<file path="config.mk">
export PLATFORM = sky130hd
export DESIGN_NAME = conv1_mac_engine
export DESIGN_NICKNAME = d
export VERILOG_FILES = /design/src/rtl/conv1_pkg.sv /design/src/rtl/conv1_mac_lane.sv /design/src/rtl/conv1_mac_engine.sv
export SDC_FILE = /design/constraint.sdc
export NUM_CORES = 2
export LEC_CHECK = 0
export CORE_MARGIN = 2
export CORE_UTILIZATION = 51
export CTS_BUF_LIST = sky130_fd_sc_hd__clkbuf_2
export DETAILED_ROUTE_END_ITERATION = 7
export PLACE_DENSITY_LB_ADDON = 0.05
export SLEW_MARGIN = 10
export SYNTH_ARGS = -nofsm -noshare
export SYNTH_HDL_FRONTEND = slang
export SYNTH_SLANG_ARGS = --single-unit
</file>
<file path="constraint.sdc">
create_clock -name clk -period 21.9 [get_ports clk]
set_input_delay 4.38 -clock clk [delete_from_list [all_inputs] [get_ports clk]]
set_output_delay 4.38 -clock clk [all_outputs]
set_load 0.005 [all_outputs]
</file>
<file path="src/rtl/conv1_pkg.sv">
// conv1_pkg: shared sizes, FSM state type and ROM channel unpacking for the conv1 MAC engine.
package conv1_pkg;
    localparam int KS = 5;
    localparam int KK = KS * KS;
    localparam int OUT_CH = 6;
    localparam int W_WGT = 18;
    localparam int W_PIX = 8;
    localparam int W_ACC = 32;

    typedef enum logic [1:0] {IDLE, FETCH, MAC, OUT} state_t;

    // The ROM packs channel 0 in the most significant slice.
    function automatic logic [W_WGT-1:0] rom_ch(input logic [OUT_CH*W_WGT-1:0] qa, input int c);
        return qa[(OUT_CH-c)*W_WGT-1 -: W_WGT];
    endfunction
endpackage

</file>
<file path="src/rtl/conv1_mac_lane.sv">
// conv1_mac_lane: one output channel's multiply-accumulate across the kernel taps.
module conv1_mac_lane
    import conv1_pkg::*;
(
    input  logic             clk,
    input  logic             rstn,
    input  logic [W_PIX-1:0] pix,
    input  logic [W_WGT-1:0] wgt,
    input  logic             first,
    input  logic             en,
    output logic [W_ACC-1:0] acc
);
    localparam int W_PROD = W_PIX + W_WGT + 1;

    logic signed [W_PROD-1:0] prod;

    // Pixels are unsigned, so a zero sign bit keeps the product signed-correct.
    assign prod = $signed({1'b0, pix}) * $signed(wgt);

    always_ff @(posedge clk)
        if (!rstn)
            acc <= '0;
        else if (en)
            acc <= (first ? '0 : acc) + {{(W_ACC-W_PROD){prod[W_PROD-1]}}, prod};
endmodule

</file>
<file path="src/rtl/conv1_mac_engine.sv">
// conv1_mac_engine: walks the weight ROM over 25 taps of one pixel window and
// accumulates six channels in parallel, presenting one raw sum per window.
module conv1_mac_engine
    import conv1_pkg::*;
(
    input  logic                    clk,
    input  logic                    rstn,
    input  logic                    win_valid,
    output logic                    win_ready,
    input  logic [KK*W_PIX-1:0]     win_data,
    output logic [11:0]             rom_aa,
    output logic                    rom_cena,
    input  logic [OUT_CH*W_WGT-1:0] rom_qa,
    output logic                    out_valid,
    input  logic                    out_ready,
    output logic [OUT_CH*W_ACC-1:0] out_data
);
    localparam logic [4:0] LAST = 5'(KK - 1);
    localparam logic [4:0] PRE_LAST = 5'(KK - 2);

    state_t state;
    logic [4:0] tap;
    logic [KK*W_PIX-1:0] win;
    logic [W_PIX-1:0] pix;

    assign pix = win[tap*W_PIX +: W_PIX];

    always_ff @(posedge clk)
        if (!rstn) begin
            state <= IDLE;
            win_ready <= 1'b1;
            rom_aa <= '0;
            rom_cena <= 1'b1;
            out_valid <= 1'b0;
            tap <= '0;
            win <= '0;
        end else begin
            case (state)
                IDLE:
                    if (win_valid) begin
                        win <= win_data;
                        win_ready <= 1'b0;
                        rom_aa <= '0;
                        rom_cena <= 1'b0;
                        state <= FETCH;
                    end
                FETCH: begin
                    tap <= '0;
                    rom_aa <= 12'd1;
                    state <= MAC;
                end
                MAC: begin
                    // Address runs one tap ahead of the accumulation to cover ROM latency.
                    tap <= (tap == LAST) ? '0 : tap + 5'd1;
                    if (tap < PRE_LAST)
                        rom_aa <= 12'(tap + 5'd2);
                    if (tap == PRE_LAST)
                        rom_cena <= 1'b1;
                    if (tap == LAST) begin
                        out_valid <= 1'b1;
                        state <= OUT;
                    end
                end
                OUT:
                    if (out_ready) begin
                        out_valid <= 1'b0;
                        win_ready <= 1'b1;
                        state <= IDLE;
                    end
                default: state <= IDLE;
            endcase
        end

    // Lane accumulators hold their value outside MAC, so they double as the output register.
    for (genvar c = 0; c < OUT_CH; c++) begin : g_lane
        conv1_mac_lane u_lane (
            .clk   (clk),
            .rstn  (rstn),
            .pix   (pix),
            .wgt   (rom_ch(rom_qa, c)),
            .first (tap == '0),
            .en    (state == MAC),
            .acc   (out_data[c*W_ACC +: W_ACC])
        );
    end
endmodule

</file>
======== After elaboration in Yosys (flattened, before gate mapping) ========
Index checks and enable logic that the tools add are counted.
storage, ports and cells
  register bits after elaboration ......... 414
  bits of input ports ..................... 312
  output and inout bits ................... 207
  word-level logic and storage cells ...... 75
cells by class
  add/subtract/negate cells ............... 8
  $mul .................................... 6
  $lt $le $gt $ge ......................... 1
  eq/ne operators ......................... 10
  shifts and indexed selects .............. 1
  multiplexer cells ....................... 23
  reduce and logical (&&, ||, !) cells .... 13
operators with widths
  operator             count
  $shiftx 200x9->8     1
  $add 32x32->32       6
  $mux 32              6
  $mul 9x18->27        6
  $pmux 12 s3          1
  $mux 12              2
  $reduce_and 3->1     5
  $eq 5x5->1 const B   2
  $ne 2x2->1 const B   5
  $pmux 5 s2           1
  $pmux 2 s4           1
  $reduce_bool 2->1    4
  $add 5x2->6 const B  1
  $mux 2               3
  $pmux 1 s2           3
  $add 5x1->5 const B  1
  $logic_not 5->1      1
  $lt 5x5->1 const B   1
  $mux 1               5
  $mux 5               1
  $eq 2x2->1 const B   2
  $reduce_bool 3->1    1
  $eq 2x1->1 const B   1
  $logic_not 2->1      1
  $reduce_and 2->1     1

======== Depth between registers and ports, before layout ========
  word-level depth ........................ 3
  mapped depth ............................ 42
  mapped depth without buffers ............ 37

======== Cells and area by module ========
Synthesis repeated with hierarchy kept, for this count alone.
second synthesis, totals
  cell total of the unflattened synthesis .. 6875
  area total of the unflattened synthesis .. 57856.7 sq um
modules (own cells, without submodules)
  module                                 instances  cells each  area an instance (sq um)  seq. area each (sq um)
  conv1_mac_lane (g_lane[4].u_lane ...)  2          954         7985.2                    640.6
  conv1_mac_engine                       1          1153        9964.6                    4324.1
  conv1_mac_lane (g_lane[1].u_lane)      1          963         8035.2                    640.6
  conv1_mac_lane (g_lane[2].u_lane)      1          956         8000.2                    640.6
  conv1_mac_lane (g_lane[0].u_lane)      1          966         7985.2                    640.6
  conv1_mac_lane (g_lane[3].u_lane)      1          929         7901.3                    640.6

======== Least setup slack after synthesis ========
OpenSTA, ideal clock, no wires.
  kind .................................... input -> register
  from .................................... input port rom_qa[65]
  to ...................................... register g_lane[2].u_lane.acc[31]
  library setup time ...................... 0.126 ns
  arrival ................................. 10.612 ns
  required time ........................... 21.774 ns
  slack ................................... 11.162 ns
  stages on the path ...................... 28
  path buffers ............................ 0
  path through ............................ nand2_1 fa_1 inv_1 fa_1 fa_1 inv_1 fa_1 inv_1 ha_1 and3_1 and3_1 a2111oi_2 o41ai_2 a21o_1 a21oi_1 xnor2_1 ha_1 nand2_1 a21oi_1 a221oi_1 o32ai_1 o41a_1 a2111o_1 a31oi_2 o21ai_1 xor2_1 nand2_1 o211ai_2
between the ends
  word-level cells in the longest chain between the ends .. 2
ends and longest elaborated chain
  element               RTL line                RTL
  from (decl)           conv1_mac_engine.sv:13  input logic [OUT_CH*W_WGT-1:0] rom_qa,
  $mul 9x18->27         conv1_mac_lane.sv:18    assign prod = $signed({1'b0, pix}) * $signed(wgt);
  $add 32x32->32        conv1_mac_lane.sv:24    acc <= (first ? '0 : acc) + {{(W_ACC-W_PROD){prod[W_PROD-1]}}, prod};
  to (signal assigned)  conv1_mac_lane.sv:24
  to (decl)             conv1_mac_lane.sv:11    output logic [W_ACC-1:0] acc
No other way between the ends.
A chain may end at the register's enable or synchronous reset.

======== Worst setup path in the final report ========
  from .................................... register tap[1]
  to ...................................... register g_lane[2].u_lane.acc[31]
between the ends
  word-level cells in the longest chain between the ends .. 3
  elaborated cells on any way between the ends .. 5
  classes of those cells .................. add/sub (1); mul (1); shift (1); mux (1); reduce/logical (1)
ends and longest elaborated chain
  element                                                     RTL line                                        RTL
  from (decl)                                                 conv1_mac_engine.sv:22                          logic [4:0] tap;
  from (signal assigned)                                      conv1_mac_engine.sv:54                          tap <= (tap == LAST) ? '0 : tap + 5'd1;
  $shiftx 200x9->8 / $logic_not 5->1 (equally long branches)  conv1_mac_engine.sv:26, conv1_mac_engine.sv:81
  $mul 9x18->27 / $mux 32 (equally long branches)             conv1_mac_lane.sv:18, conv1_mac_lane.sv:24
  $add 32x32->32 (*)                                          conv1_mac_lane.sv:24
Mark *: on every way between the ends. The rest lies on a longest branch, timed or not.

==> impl_metrics.yaml <==
status:
  outcome: "complete, no violations"
yosys:
  syn_area_um2: 56130
  ys.flop_type: "dfxtp_1"
  synth-edff-count: 0
  yosysUniqueCellTypes: 89
  synth_cells: 6754
  synth-seq-cells: 408
  ys_seq_area_frac: 0.1455
  avgSynthCellArea_um2: 8.311
  async_reset_ff_frac: 0
  yosys_warnings: 0
routing:
  drtIter0Drc: 2418
  routedWlPerCell_um: 18.13
  drcViolationCount: 0
  routed_wl_um: 157400
  vias: 46290
  ant_nets: 0
  via_per_inst: 5.331
  dr.pass1.iters: 5
worst_setup_path:
  cp.required_ns: 23.08
  crit_family: "compound AO/OA/AOI/OAI gates"
  crit_type: "reg -> reg"
  crit-reg2reg-launch: "tap[1]$_SDFFE_PN0P_"
  crit_path_max_incr_delay_ns: 0.69
  crit_slowest_cell: "buf_4"
  reg2reg_slack_ns: 10.76
  crit_path_frequent_cell: "fa_1"
  start_kind: "register"
  crit_start: "tap[1]$_SDFFE_PN0P_"
  r2r_cells: 35
  cp_max_fo: 55
  path_buf_inv: 7
  arrival_ns: 12.32
  crit_path_end: "g_lane[2].u_lane.acc[31]$_SDFFE_PN0P_"
  cp.depth: 35
  r2r-end: "g_lane[2].u_lane.acc[31]$_SDFFE_PN0P_"
  cp-end-kind: "register"
timing:
  timing.final.crit_period_ns: 11.14
  worstMarginPinSlew_ns: 1.240
  rsz0062_at_grt: "no"
  whs_ns: 0.4553
  skew_ns: 0.07943
  fmax_ghz: 0.08979
  slew_violations: 0
  post-route-period-util: 0.5085
  setup_tns_ns: 0
  maxSlewHeadroom: 0.1679
  hold_violations: 0
  setup_viol: 0
clock_network:
  cts.clk_slew.worst_paths_ns: 0.11
  cts-root-buf: "clkbuf_2"
  cts_buffer_depth: 3
  cts_setup_buffers: 0
  cts_tree: "built"
  insertion_delay_ns: 1.33
  hold_buffers: 0
  htreeDepth: 3
  cts_buffers: 117
  cts_resized: 0
  clock_sinks: 408
power_and_ir_drop:
  p_per_area_nw_per_um2: 112.7
  peakVddDrop_mv: 0.08969
  p_leak_nw: 31.50
min_path:
  holdCritStartpoint: "win[61]$_SDFFE_PN0P_"
  min_path_type: "reg -> reg"
floorplanning:
  die_h_um: 335.8
  core_um2: 109000
  dieWidth_um: 335.8
  start_util: 0.5149
  io_pins: 519
  rows: 121
  die-area_um2: 112700
job:
  cap_violations: 0
cells_and_area:
  layout_common_cells: "inv_1, nand2_1, and2_1, fa_1, ha_1"
  fill_cells: 10240
  syn_to_final_growth_pct: 13.22
  nets: 8691
  post-route-cell-area_um2: 63550
  drive_gt1_frac: 0.04425
  final_common_cell: "inv_1"
place:
  dp_hpwl_um: 121500
  gp_congestion: 0.8970
  place_area_um2: 62460
  portBuffers: 512
global_route:
  grt_usage: 0.2822
  grt-ovfl-total: 0
  antenna_found_initial: 14
  grt_pass1_wl_um: 253800
  grt_start_max_net_pins: 166
  grt_pass1_vias: 46810
-- metal layers --
layer  GRT usage  up-vias  share of wire
met4     0.07051        8          0.020
met2      0.4586     1066           0.46
met3     0.06384      176          0.070
li1            -    22470              -
met5           0        -        0.00030
met1      0.3806    22570           0.45
-- state kept, by name, indices dropped and copies added, names as in the netlist --
name	flops
win	200
g_lane.u_lane.acc	192
rom_aa	6
tap	5
state	2
out_valid	1
rom_cena	1
win_ready	1
-- per-stage QoR --
| step | setup WS, ns | std cells | utilization | power, W |
|---|---|---|---|---|
| after CTS | 10.72 | 8668 | 0.5827 | 0.007220 |
| after global placement | 9.980 | 8461 | 0.5730 | 0.006490 |
| after detailed placement | 9.810 | 8461 | 0.5730 | 0.006550 |
| after floorplan | 11.16 | 6759 | - | 0.005116 |
| final | 10.76 | 8683 | 0.5830 | 0.007160 |
| after global routing | 10.16 | 8677 | 0.5829 | 0.007985 |
-- power breakdown --
group / total, W / internal, W / switching, W
clock network: 0.000594 / 0.000214 / 0.000380
logic: 0.00554 / 0.00230 / 0.00324
registers: 0.00103 / 0.000906 / 0.000121
total: 0.00716 / 0.00342 / 0.00374
-- synth_stat cells, types with 57 or more instances --
library cell,count,share of area
dfxtp_1,408,0.15
nor2_1,318,0.021
nand3_1,67,0.0060
nor3_1,57,0.0051
a21o_1,134,0.018
nand2_1,932,0.062
fa_1,690,0.25
clkbuf_1,218,0.015
mux2i_1,116,0.021
o21ai_0,147,0.013
xnor2_1,196,0.031
a21oi_1,479,0.043
ha_1,523,0.12
inv_1,1062,0.071
xor2_1,106,0.017
and2_1,691,0.077
-- tightest hold or removal path: stages (launching register included) --
cell	delay, ns
dfxtp_1	0.32
nand2_1	0.05
a21oi_1	0.05
-- layout make-up --
type	instances	area (µm²)	area share
clock buffers	164	820.8	0.01292
repair buffers	547	5445	0.08568
clock inverters	43	237.7	0.003741
inverters	1065	4006	0.06304
well taps	1414	1769	0.02784
multi-input cells	5027	43060	0.6776
diodes	15	37.54	0.0005906
flip-flops and latches	408	8173	0.1286
-- worst min-delay path by stage --
stage	end	slack, ns	cells past startpoint
after floorplan	win[112]$_SDFFE_PN0P_	0.43	2
after global placement	win[79]$_SDFFE_PN0P_	0.44	2
after detailed placement	win[61]$_SDFFE_PN0P_	0.44	2
after CTS	win[112]$_SDFFE_PN0P_	0.46	2
after global routing	win[130]$_SDFFE_PN0P_	0.47	2
final	win[61]$_SDFFE_PN0P_	0.46	2
-- kinds of logic (layout without fill, tap and decap cells) --
| logic type | after synthesis | in the layout | synth area share |
|---|---|---|---|
| xor gates and xnor gates | 302 | 302 | 0.04712 |
| buffers and inverters | 1324 | 1819 | 0.08990 |
| other | 1 | 21 | 0.00006681 |
| AOI/OAI and AO/OA | 1085 | 1085 | 0.1208 |
| adders and majority gates | 1213 | 1213 | 0.3627 |
| DFF | 408 | 408 | 0.1455 |
| and+or+nand+nor | 2257 | 2257 | 0.1940 |
| muxes | 164 | 164 | 0.03995 |
Power figures use the tool's default switching activity.
